File: config.mk
export PLATFORM = sky130hd
export DESIGN_NAME = ex_stage
export DESIGN_NICKNAME = d
export VERILOG_FILES = /design/src/rtl/ex_pkg.sv /design/src/rtl/ex_alu.sv /design/src/rtl/ex_stage.sv
export SDC_FILE = /design/constraint.sdc
export NUM_CORES = 1
export LEC_CHECK = 0
export BUFFER_PORTS_ARGS = -buffer_cell sky130_fd_sc_hd__buf_2
export CAP_MARGIN = 10
export CORE_ASPECT_RATIO = 1.2
export CORE_MARGIN = 2
export CORE_UTILIZATION = 45
export CTS_CLUSTER_SIZE = 30
export DETAILED_ROUTE_END_ITERATION = 10
export GPL_TIMING_DRIVEN = 0
export PLACE_DENSITY = 0.69
export SLEW_MARGIN = 10
export SYNTH_ARGS = -nofsm -noshare
export SYNTH_HDL_FRONTEND = slang
export SYNTH_SLANG_ARGS = --single-unit
File: constraint.sdc
create_clock -name clk -period 9.9 [get_ports clk]
set_clock_uncertainty 0.1 [all_clocks]
set_input_delay 1.98 -clock clk [delete_from_list [all_inputs] [get_ports clk]]
set_output_delay 1.98 -clock clk [all_outputs]
set_load 0.02 [all_outputs]
File: src/rtl/ex_pkg.sv
// Shared opcode, function and operand-select encodings for the execute stage.
package ex_pkg;

   // Opcodes
   localparam logic [3:0] OP_ALUR  = 4'hC;
   localparam logic [3:0] OP_ALUI  = 4'h4;
   localparam logic [3:0] OP_CMPR  = 4'hD;
   localparam logic [3:0] OP_CMPI  = 4'h5;
   localparam logic [3:0] OP_BCOND = 4'h6;
   localparam logic [3:0] OP_SW    = 4'h7;
   localparam logic [3:0] OP_LW    = 4'h9;
   localparam logic [3:0] OP_JAL   = 4'hB;

   // ALU function codes
   localparam logic [3:0] FN_ADD  = 4'h0;
   localparam logic [3:0] FN_SUB  = 4'h1;
   localparam logic [3:0] FN_AND  = 4'h4;
   localparam logic [3:0] FN_OR   = 4'h5;
   localparam logic [3:0] FN_XOR  = 4'h6;
   localparam logic [3:0] FN_NAND = 4'hC;
   localparam logic [3:0] FN_NOR  = 4'hD;
   localparam logic [3:0] FN_XNOR = 4'hE;

   // Compare function codes (signed)
   localparam logic [3:0] CMP_F   = 4'h0;
   localparam logic [3:0] CMP_EQ  = 4'h1;
   localparam logic [3:0] CMP_LT  = 4'h2;
   localparam logic [3:0] CMP_LTE = 4'h3;
   localparam logic [3:0] CMP_T   = 4'h8;
   localparam logic [3:0] CMP_NE  = 4'h9;
   localparam logic [3:0] CMP_GTE = 4'hA;
   localparam logic [3:0] CMP_GT  = 4'hB;

   // Second ALU operand select; encoding 3 falls back to rs2 data
   localparam logic [1:0] SEL_RS2     = 2'd0;
   localparam logic [1:0] SEL_IMM     = 2'd1;
   localparam logic [1:0] SEL_IMM_SH2 = 2'd2;

endpackage

File: src/rtl/ex_alu.sv
// Combinational logic unit and signed comparator of the execute stage.
module ex_alu
   import ex_pkg::*;
#(
   parameter int DBITS = 32
) (
   input  logic [3:0]       func,
   input  logic [DBITS-1:0] op_a,
   input  logic [DBITS-1:0] op_b,
   output logic [DBITS-1:0] alu_result,
   output logic             cmp_result
);

   logic eq_s;
   logic lt_s;

   assign eq_s = (op_a == op_b);
   assign lt_s = ($signed(op_a) < $signed(op_b));

   // Arithmetic/logic result, wrapping modulo 2^DBITS; unknown functions give 0
   always_comb begin
      alu_result = {DBITS{1'b0}};
      case (func)
         FN_ADD:  alu_result = op_a + op_b;
         FN_SUB:  alu_result = op_a - op_b;
         FN_AND:  alu_result = op_a & op_b;
         FN_OR:   alu_result = op_a | op_b;
         FN_XOR:  alu_result = op_a ^ op_b;
         FN_NAND: alu_result = ~(op_a & op_b);
         FN_NOR:  alu_result = ~(op_a | op_b);
         FN_XNOR: alu_result = ~(op_a ^ op_b);
         default: alu_result = {DBITS{1'b0}};
      endcase
   end

   // Signed comparison outcome; unknown conditions evaluate false
   always_comb begin
      cmp_result = 1'b0;
      case (func)
         CMP_F:   cmp_result = 1'b0;
         CMP_EQ:  cmp_result = eq_s;
         CMP_LT:  cmp_result = lt_s;
         CMP_LTE: cmp_result = lt_s | eq_s;
         CMP_T:   cmp_result = 1'b1;
         CMP_NE:  cmp_result = ~eq_s;
         CMP_GTE: cmp_result = ~lt_s;
         CMP_GT:  cmp_result = ~lt_s & ~eq_s;
         default: cmp_result = 1'b0;
      endcase
   end

endmodule

File: src/rtl/ex_stage.sv
// Execute stage: operand forwarding, ALU/compare, branch and JAL resolution,
// mispredict redirect, EX/MEM pipeline register and branch statistics.
module ex_stage
   import ex_pkg::*;
#(
   parameter int DBITS               = 32,
   parameter int REG_INDEX_BIT_WIDTH = 4,
   parameter int CNT_BITS            = 16
) (
   input  logic                           clk,
   input  logic                           reset,
   input  logic                           EX_wrt_en,
   input  logic                           EX_flush,
   input  logic [DBITS-1:0]               DEC_pc,
   input  logic [DBITS-1:0]               DEC_brBaseOffset,
   input  logic [DBITS-1:0]               DEC_immval,
   input  logic [DBITS-1:0]               DEC_regData1,
   input  logic [DBITS-1:0]               DEC_regData2,
   input  logic [REG_INDEX_BIT_WIDTH-1:0] DEC_rs1,
   input  logic [REG_INDEX_BIT_WIDTH-1:0] DEC_rs2,
   input  logic [REG_INDEX_BIT_WIDTH-1:0] DEC_rd,
   input  logic [3:0]                     EX_op,
   input  logic [3:0]                     EX_func,
   input  logic                           DEC_prediction,
   input  logic                           DEC_wrReg,
   input  logic                           DEC_wrMem,
   input  logic                           DEC_ME_Mux_sel,
   input  logic [1:0]                     DEC_alu2MuxSel,
   input  logic                           MEM_wrReg,
   input  logic                           WB_wrReg,
   input  logic [REG_INDEX_BIT_WIDTH-1:0] MEM_rd,
   input  logic [REG_INDEX_BIT_WIDTH-1:0] WB_rd,
   input  logic [DBITS-1:0]               MEM_result,
   input  logic [DBITS-1:0]               WB_data,
   output logic                           ex_mispredict,
   output logic [DBITS-1:0]               ex_redirect_pc,
   output logic [DBITS-1:0]               EXM_result,
   output logic [DBITS-1:0]               EXM_storeData,
   output logic [REG_INDEX_BIT_WIDTH-1:0] EXM_rd,
   output logic                           EXM_wrReg,
   output logic                           EXM_wrMem,
   output logic                           EXM_memToReg,
   output logic [CNT_BITS-1:0]            br_count,
   output logic [CNT_BITS-1:0]            mispred_count
);

   localparam logic [REG_INDEX_BIT_WIDTH-1:0] REG_ZERO = {REG_INDEX_BIT_WIDTH{1'b0}};
   localparam logic [CNT_BITS-1:0]            CNT_MAX  = {CNT_BITS{1'b1}};
   localparam logic [CNT_BITS-1:0]            CNT_ONE  = {{(CNT_BITS-1){1'b0}}, 1'b1};

   logic [DBITS-1:0] fwd_a_s;
   logic [DBITS-1:0] fwd_b_s;
   logic [DBITS-1:0] opnd_b_s;
   logic [DBITS-1:0] alu_b_s;
   logic [DBITS-1:0] alu_result_s;
   logic             cmp_result_s;
   logic [DBITS-1:0] mem_addr_s;
   logic [DBITS-1:0] jal_target_s;
   logic [DBITS-1:0] result_s;
   logic [DBITS-1:0] target_s;
   logic             taken_s;
   logic             is_br_s;
   logic             is_jal_s;
   logic             mispredict_s;
   logic             advance_s;
   logic             redirect_done_r;

   // Source A bypass: MEM stage wins over WB; register 0 is never bypassed
   always_comb begin
      fwd_a_s = DEC_regData1;
      if (MEM_wrReg && (MEM_rd == DEC_rs1) && (DEC_rs1 != REG_ZERO)) begin
         fwd_a_s = MEM_result;
      end else if (WB_wrReg && (WB_rd == DEC_rs1) && (DEC_rs1 != REG_ZERO)) begin
         fwd_a_s = WB_data;
      end else begin
         fwd_a_s = DEC_regData1;
      end
   end

   // Source B bypass, same priority as source A
   always_comb begin
      fwd_b_s = DEC_regData2;
      if (MEM_wrReg && (MEM_rd == DEC_rs2) && (DEC_rs2 != REG_ZERO)) begin
         fwd_b_s = MEM_result;
      end else if (WB_wrReg && (WB_rd == DEC_rs2) && (DEC_rs2 != REG_ZERO)) begin
         fwd_b_s = WB_data;
      end else begin
         fwd_b_s = DEC_regData2;
      end
   end

   // Second ALU operand; conditional branches always compare the two registers
   always_comb begin
      opnd_b_s = fwd_b_s;
      case (DEC_alu2MuxSel)
         SEL_IMM:     opnd_b_s = DEC_immval;
         SEL_IMM_SH2: opnd_b_s = DEC_immval << 2'd2;
         default:     opnd_b_s = fwd_b_s;
      endcase
      if (EX_op == OP_BCOND) begin
         alu_b_s = fwd_b_s;
      end else begin
         alu_b_s = opnd_b_s;
      end
   end

   assign mem_addr_s   = fwd_a_s + DEC_immval;
   assign jal_target_s = fwd_a_s + (DEC_immval << 2'd2);

   ex_alu #(.DBITS(DBITS)) u_alu (
      .func       (EX_func),
      .op_a       (fwd_a_s),
      .op_b       (alu_b_s),
      .alu_result (alu_result_s),
      .cmp_result (cmp_result_s)
   );

   // Per-opcode result and control-flow outcome; unknown opcodes act as NOP
   always_comb begin
      result_s = {DBITS{1'b0}};
      target_s = DEC_brBaseOffset;
      taken_s  = 1'b0;
      is_br_s  = 1'b0;
      is_jal_s = 1'b0;
      case (EX_op)
         OP_ALUR, OP_ALUI: result_s = alu_result_s;
         OP_CMPR, OP_CMPI: result_s = {{(DBITS-1){1'b0}}, cmp_result_s};
         OP_BCOND: begin
            is_br_s = 1'b1;
            taken_s = cmp_result_s;
         end
         OP_LW, OP_SW: result_s = mem_addr_s;
         OP_JAL: begin
            is_jal_s = 1'b1;
            taken_s  = 1'b1;
            target_s = jal_target_s;
            result_s = DEC_pc;
         end
         default: result_s = {DBITS{1'b0}};
      endcase
   end

   assign mispredict_s   = is_jal_s | (is_br_s & (taken_s != DEC_prediction));
   assign ex_mispredict  = mispredict_s & ~redirect_done_r;
   assign ex_redirect_pc = taken_s ? target_s : DEC_pc;
   assign advance_s      = EX_wrt_en & ~EX_flush;

   // Remember a redirect already issued for a stalled instruction
   always_ff @(posedge clk or negedge reset) begin
      if (!reset) begin
         redirect_done_r <= 1'b0;
      end else if (EX_wrt_en) begin
         redirect_done_r <= 1'b0;
      end else if (ex_mispredict) begin
         redirect_done_r <= 1'b1;
      end
   end

   // EX/MEM pipeline register: flush beats advance, otherwise hold
   always_ff @(posedge clk or negedge reset) begin
      if (!reset) begin
         EXM_result    <= {DBITS{1'b0}};
         EXM_storeData <= {DBITS{1'b0}};
         EXM_rd        <= REG_ZERO;
         EXM_wrReg     <= 1'b0;
         EXM_wrMem     <= 1'b0;
         EXM_memToReg  <= 1'b0;
      end else if (EX_flush) begin
         EXM_result    <= {DBITS{1'b0}};
         EXM_storeData <= {DBITS{1'b0}};
         EXM_rd        <= REG_ZERO;
         EXM_wrReg     <= 1'b0;
         EXM_wrMem     <= 1'b0;
         EXM_memToReg  <= 1'b0;
      end else if (EX_wrt_en) begin
         EXM_result    <= result_s;
         EXM_storeData <= fwd_b_s;
         EXM_rd        <= DEC_rd;
         EXM_wrReg     <= DEC_wrReg;
         EXM_wrMem     <= DEC_wrMem;
         EXM_memToReg  <= DEC_ME_Mux_sel;
      end
   end

   // Saturating branch and mispredict counters, counted once per retired branch/JAL
   always_ff @(posedge clk or negedge reset) begin
      if (!reset) begin
         br_count      <= {CNT_BITS{1'b0}};
         mispred_count <= {CNT_BITS{1'b0}};
      end else if (advance_s && (is_br_s || is_jal_s)) begin
         if (br_count != CNT_MAX) begin
            br_count <= br_count + CNT_ONE;
         end
         if (mispredict_s && (mispred_count != CNT_MAX)) begin
            mispred_count <= mispred_count + CNT_ONE;
         end
      end
   end

endmodule
==> results of run 1 <==
-- layer usage --
metal  GRT usage (%)  share of wire, %
met1            52.2                38
met2            72.0                46
met3            8.98               9.8
met4            23.0               5.8
met5               0                 0
-- final cells by class --
| cell class | count | area, sq um |
|---|---|---|
| Antenna cell | 3 | 7.51 |
| Buffer | 128 | 546 |
| Clock buffer | 9 | 225 |
| Clock inverter | 7 | 96.3 |
| Fill cell | 3463 | 15800 |
| Inverter | 122 | 458 |
| Multi-Input combinational cell | 1799 | 12600 |
| Sequential cell | 104 | 2600 |
| Tap cell | 462 | 578 |
| Timing Repair Buffer | 400 | 2040 |
-- critical path: stages --
cell and delay [ns]:
buf_2 0.14, xor2_1 0.16, or4_1 0.66, buf_4 0.29, mux2i_1 0.15, o21ai_0 0.31, nor2_1 0.08, a21oi_1 0.45
ha_1 0.37, or4_4 0.56, nor4_2 0.40, nand3_1 0.15, o21ai_2 0.24, o311a_1 0.24, a31o_1 0.18, buf_6 0.19
buf_6 0.24, buf_6 0.26, o22ai_2 0.17, a21oi_1 0.32, buf_2 0.23
-- worst max-delay path by stage --
stage                               to  depth (start not counted)
detailed placement  ex_redirect_pc[20]                         22
CTS                 ex_redirect_pc[24]                         21
global route        ex_redirect_pc[24]                         21
global placement    ex_redirect_pc[20]                         22
finish              ex_redirect_pc[18]                         21
floorplan           ex_redirect_pc[31]                         22
-- what timing repair did --
item / 4_1_cts / 5_1_grt
pin swaps: 0 / 1
setup endpoints to repair: 33 / 27
setup buffers: 0 / 3
gates resized for setup: 44 / 25
-- state kept, by name, summed over array words and instances (netlist names) --
signal and flops:
EXM_wrReg 1, EXM_wrMem 1, EXM_rd 4, mispred_count 16, redirect_done_r 1, EXM_result 32, EXM_storeData 32, br_count 16
EXM_memToReg 1
-- through the flow --
stage	setup slack [ns]	cells	setup TNS (ns)	utilization, %	area, sq um
after global routing	0.0192	3034	0	54.9	19200
after CTS	0.0207	3030	0	54.5	19100
after detailed placement	-1.59	3014	-35.38	53.3	18600
after global placement	-1.56	3012	-36.60	53.1	18600
after floorplan	1.05	2155	0	-	16000
final	0.0350	3034	0	54.9	19200
-- layout by cell type, fill, tap and decap left out, drive strengths merged, types with 9 or more instances in the layout --
| cell type | count |
|---|---|
| a21o | 65 |
| nor2b | 17 |
| o21bai | 20 |
| nor4 | 19 |
| xnor2 | 101 |
| and3 | 19 |
| nand2 | 178 |
| buf | 424 |
| clkbuf | 113 |
| a31o | 11 |
| inv | 125 |
| xor2 | 54 |
| nor2 | 218 |
| o221ai | 10 |
| mux2 | 9 |
| a222oi | 15 |
| dfrtp | 104 |
| o22ai | 37 |
| nand3 | 43 |
| nor3 | 38 |
| a211oi | 15 |
| o31ai | 9 |
| mux2i | 122 |
| ha | 165 |
| a2111oi | 12 |
| and2 | 14 |
| nand2b | 18 |
| nand4 | 20 |
| o21a | 14 |
| or3 | 10 |
| a21oi | 175 |
| a22oi | 44 |
| a31oi | 21 |
| o211ai | 22 |
| o21ai | 165 |
-- power breakdown --
group	internal [W]	switching, W	leakage, nW
Combinational	0.000488	0.000914	8.07
Sequential	0.000447	0.0000207	1.41
Clock	0.000186	0.000231	0.156
-- logic make-up after synthesis --
logic type,after synthesis,synth area share [%]
multiplexers,131,8.25
flip-flops,104,16.2
AND/OR/NAND/NOR,631,18.6
XOR/XNOR,155,8.47
adder cells (fa/ha/maj),169,13.4
buffers and inverters,252,6.11
AO/OA/AOI/OAI,713,28.9
==> key figures, run 1 <==
Critical path
  – Critical Path Sink Type: primary output
  – Crit path from: WB_rd[1]
  – Worst R2R Start: mispred_count[3]$_DFFE_PN0P_
  – CP required: 7.82 ns
  – Reg2Reg Depth: 10
  – Worst Setup Start Kind: input port
  – Reg2reg setup slack: 6.94 ns
  – Worst R2R End: mispred_count[2]$_DFFE_PN0P_
  – Kind of critical path: in2out
  – Worst-path maximum fanout: 10
  – Critical path arrival: 7.78 ns

Clock tree
  – Worst-path clk slew: 0.09 ns
  – TritonCTS clock tree: built
  – Clock Tree Buf Depth: 2
  – Worst-skew pair later-pin latency: 0.40 ns
  – H-tree depth: 3
  – Clock Root Buffer: clkbuf_16
  – CTS buffer count: 9
  – Sink Count: 104
  – Hold-fix buffers, CTS: 0

Drt
  – Total number of vias: 19,351
  – DR DRC count: 0
  – DRT Wirelength: 82.1 mm
  – Drt first pass iters: 9
  – Routed length per instance: 27.1 microns
  – Routed Antenna Nets: 0
  – Number of vias per cell: 6.38
  – Drt initial violations: 2,068

Finish
  – Area grow syn2layout: 19.8%
  – # nets final: 2,997
  – Share of cells above drive strength 1: 19.9%

Logic synthesis
  – Main synth FF type: dfrtp_1
  – Mapped cell area: 16,000 sq um
  – Largest cells by area after synthesis: dfrtp_1 16%, ha_1 13%, mux2i_1 7.6%
  – Mapped Avg Cell Area: 7.44 sq um
  – Library cells used by synthesis: 78
  – Syn Nets: 2,588
  – Post-synth EDFFs: 0
  – Count leader, synth: nor2_1
  – Cells after Synth: 2,155
  – Seq/Total Area, Yosys: 16.2%
  – Top cells by count, synth: 218 x nor2_1, 178 x nand2_1, 175 x a21oi_1
  – Synth top area share: 16.2%
  – Ys async rst share: 100%
  – Post-synthesis register bit count: 104
  – Area leader, netlist: dfrtp_1
  – Total number of yosys warnings: 0

Pwr
  – Total power: 0.00229 W
  – P_leak: 9.63 nW
  – Max IR drop VDD: 0.000114 V
  – Cell Pwr Density: 119 nW/um^2

Hold path
  – Hold Crit Start: EXM_result[1]$_DFFE_PN0P_
  – Worst Hold End: EXM_result[1]$_DFFE_PN0P_
  – Hold WC Path Type: reg2reg
  – Hold depth: 2

STA
  – Fmax: 101 MHz
  – Worst slew pin tran: 1.26 ns
  – Final Hold Vio Count: 0
  – WHS: 0.388 ns
  – RSZ-0062 raised after global routing: no
  – Minimum clock period: 9.86 ns
  – Final period util: 99.6%
  – Final slew viol count: 0
  – Final Setup Violations: 0
  – Slew HR: 15.9%

Floorplanning
  – Die span in y: 211 microns
  – Die area: 37,200 sq um
  – Initial Utilization: 45.8%
  – # rows: 75
  – Core ar.: 35,000 sq um
  – Die width: 176 microns
  – Ports: 400

Global routing
  – Gr usage total: 43.2%
  – Number of global-route vias before repair: 18,715
  – Total gr overflow: 0
  – Initial antenna violation count: 3
  – Largest net degree at the start of global routing: 76
  – First-pass GRT wire length: 119 mm

Status
  – Outcome: finished clean

Placement
  – I/O Buffers: 395
  – HPWL Detailed: 67.6 mm
  – RD Place Congestion: 1.03

Flow run
  – Maximum capacitance violations: 0
Note: power is estimated with default switching activity, not from simulation.
==> run 2, diff against run 1 <==
Settings changed: CTS_BUF_LIST set to sky130_fd_sc_hd__clkbuf_16, REMOVE_ABC_BUFFERS set to 1.
==> key figures, run 2 (synthesis results as in run 1) <==
STA
  – Minimum clock period: 9.64 ns
  – RSZ-0062 raised after global routing: no
  – Final Hold Vio Count: 0
  – Slew HR: 13.7%
  – Worst slew pin tran: 1.30 ns
  – Fmax: 104 MHz
  – Final Setup Violations: 0
  – Final worst slack: 0.256 ns
  – Final slew viol count: 0
  – Final period util: 97.4%

Clock tree
  – Clock Tree Buf Depth: 2
  – Sink Count: 104
  – CTS buffer count: 9
  – Worst-path clk slew: 0.09 ns
  – TritonCTS clock tree: built
  – Clock Root Buffer: clkbuf_16
  – Hold-fix buffers, CTS: 0
  – H-tree depth: 3
  – Worst-skew pair later-pin latency: 0.38 ns

Drt
  – Drt initial violations: 1,861
  – Total number of vias: 18,513
  – DR DRC count: 0
  – Routed Antenna Nets: 0
  – Drt first pass iters: 9
  – DRT Wirelength: 70.2 mm
  – Number of vias per cell: 6.31
  – Routed length per instance: 23.9 microns

Finish
  – Area grow syn2layout: 18.0%
  – Most frequent cells in the layout: 399 x buf_2, 213 x nor2_1, 176 x nand2_1
  – Design area: 18,900 sq um
  – # nets final: 2,893
  – Fin util: 54.1%
  – Fillers: 3,404
  – Register Area: 2600 sq um
  – Share of cells above drive strength 1: 20.4%
  – Most common cell after layout, fill and taps aside: buf_2
  – Multi-input gate area in the final layout: 12,600 sq um
  – Largest registers: EXM_result x32, EXM_storeData x32

Hold path
  – Hold WC Path Type: reg2reg

Global routing
  – Total gr overflow: 0
  – Initial antenna violation count: 9
  – Gr usage total: 36.7%
  – First-pass GRT wire length: 105 mm
  – Number of global-route vias before repair: 17,697
  – Largest net degree at the start of global routing: 73

Critical path
  – Kind of critical path: in2out
  – Critical path arrival: 7.56 ns
  – CP required: 7.82 ns
  – Worst-path maximum fanout: 24
  – Critical Path Sink Type: primary output
  – Worst Setup Start Kind: input port

Pwr
  – P_leak: 9.56 nW
  – Cell Pwr Density: 115 nW/um^2
  – Max IR drop VDD: 0.0000956 V

Status
  – Outcome: finished clean

Placement
  – Placed cell areas: 18,500 sq um
  – Pre-CTS WS: -1.17 ns
  – HPWL Detailed: 56.2 mm
  – I/O Buffers: 399
  – RD Place Congestion: 0.999

Floorplanning
  – Die width: 176 microns
  – Core ar.: 35,000 sq um
  – Initial Utilization: 45.8%
  – Die area: 37,200 sq um
  – Ports: 400
  – # rows: 75
  – Die span in y: 211 microns

Flow run
  – Maximum capacitance violations: 0
run 2: cell types whose count changed in the layout (fill, tap and decap cells not counted), moves of 4 or more:
cell and delta:
a21oi_1 +13, a21oi_2 -11, buf_1 -9, buf_12 +9, buf_4 +4, clkbuf_1 -98, clkbuf_2 -5, o21ai_0 +5
run 2: critical path, cell delays in order:
cell and delay (ns):
buf_2 0.13, nor3_1 0.07, nor3_1 0.13, a21oi_1 0.06, or4_4 0.55, buf_12 0.23
mux2i_1 0.15, o21ai_0 0.28, nor2_1 0.07, a21oi_1 0.32, ha_1 0.46, or4_4 0.62
o311ai_1 0.17, a21oi_1 0.17, or3_1 0.41, a211o_1 0.32, a31o_4 0.35, buf_12 0.22
mux2_2 0.33, nand2_1 0.11, o21ai_0 0.15, buf_2 0.22
run 2: area by class of cell:
| class | count | area share [%] |
|---|---|---|
| antenna | 6 | 0.0794 |
| clock buffer | 9 | 1.19 |
| clock inverter | 7 | 0.331 |
| inverter | 122 | 2.42 |
| multi-input combinational | 1799 | 66.6 |
| sequential | 104 | 13.8 |
| tap | 462 | 3.06 |
| timing repair buffer | 424 | 12.5 |
run 2: repair_timing:
item                       in CTS  in global routing
pin swaps                       0                  1
setup buffers                   0                  8
gates cloned                    0                  0
resized for setup              10                  3
setup endpoints to repair      30                 16
run 2: worst paths after layout:
path | startpoint | to | slack [ns] | cells past startpoint
hold reg to reg | EXM_result[0]$_DFFE_PN0P_ | EXM_result[0]$_DFFE_PN0P_ | 0.38 | 2
min in group asynchronous | reset | mispred_count[9]$_DFFE_PN0P_ | 1.40 | 1
setup reg to reg | mispred_count[4]$_DFFE_PN0P_ | mispred_count[1]$_DFFE_PN0P_ | 6.93 | 9
hold / removal | EXM_result[0]$_DFFE_PN0P_ | EXM_result[0]$_DFFE_PN0P_ | 0.38 | 2
max in group asynchronous | reset | EXM_storeData[24]$_DFFE_PN0P_ | 7.55 | 2
setup / recovery | DEC_rs2[1] | ex_redirect_pc[19] | 0.26 | 22
run 2: where the power goes:
part | internal (W) | switching (W) | total [W]
logic | 0.000486 | 0.000836 | 0.00132
registers | 0.000447 | 0.0000205 | 0.000467
clock network | 0.000177 | 0.000208 | 0.000385
run 2: metal layers:
metal	track usage (%)	up-vias	routed length (microns)	part of all wire, %
li1	-	8471	-	-
met1	48.8	8874	29200	42
met2	57.9	990	31500	45
met3	7.92	170	6640	9.5
met4	14.5	8	2730	3.9
met5	0	-	54	0.077
run 2: metrics by stage:
step,power [W],instances,TNS (ns),hold WS [ns]
after floorplan,0.00132,2025,-26.87,0.433
after detailed placement,0.00175,2903,-17.11,0.366
after global placement,0.00172,2886,-207.78,0.360
after global routing,0.00230,2932,0,0.415
final,0.00217,2933,0,0.379
after CTS,0.00214,2919,0,0.385
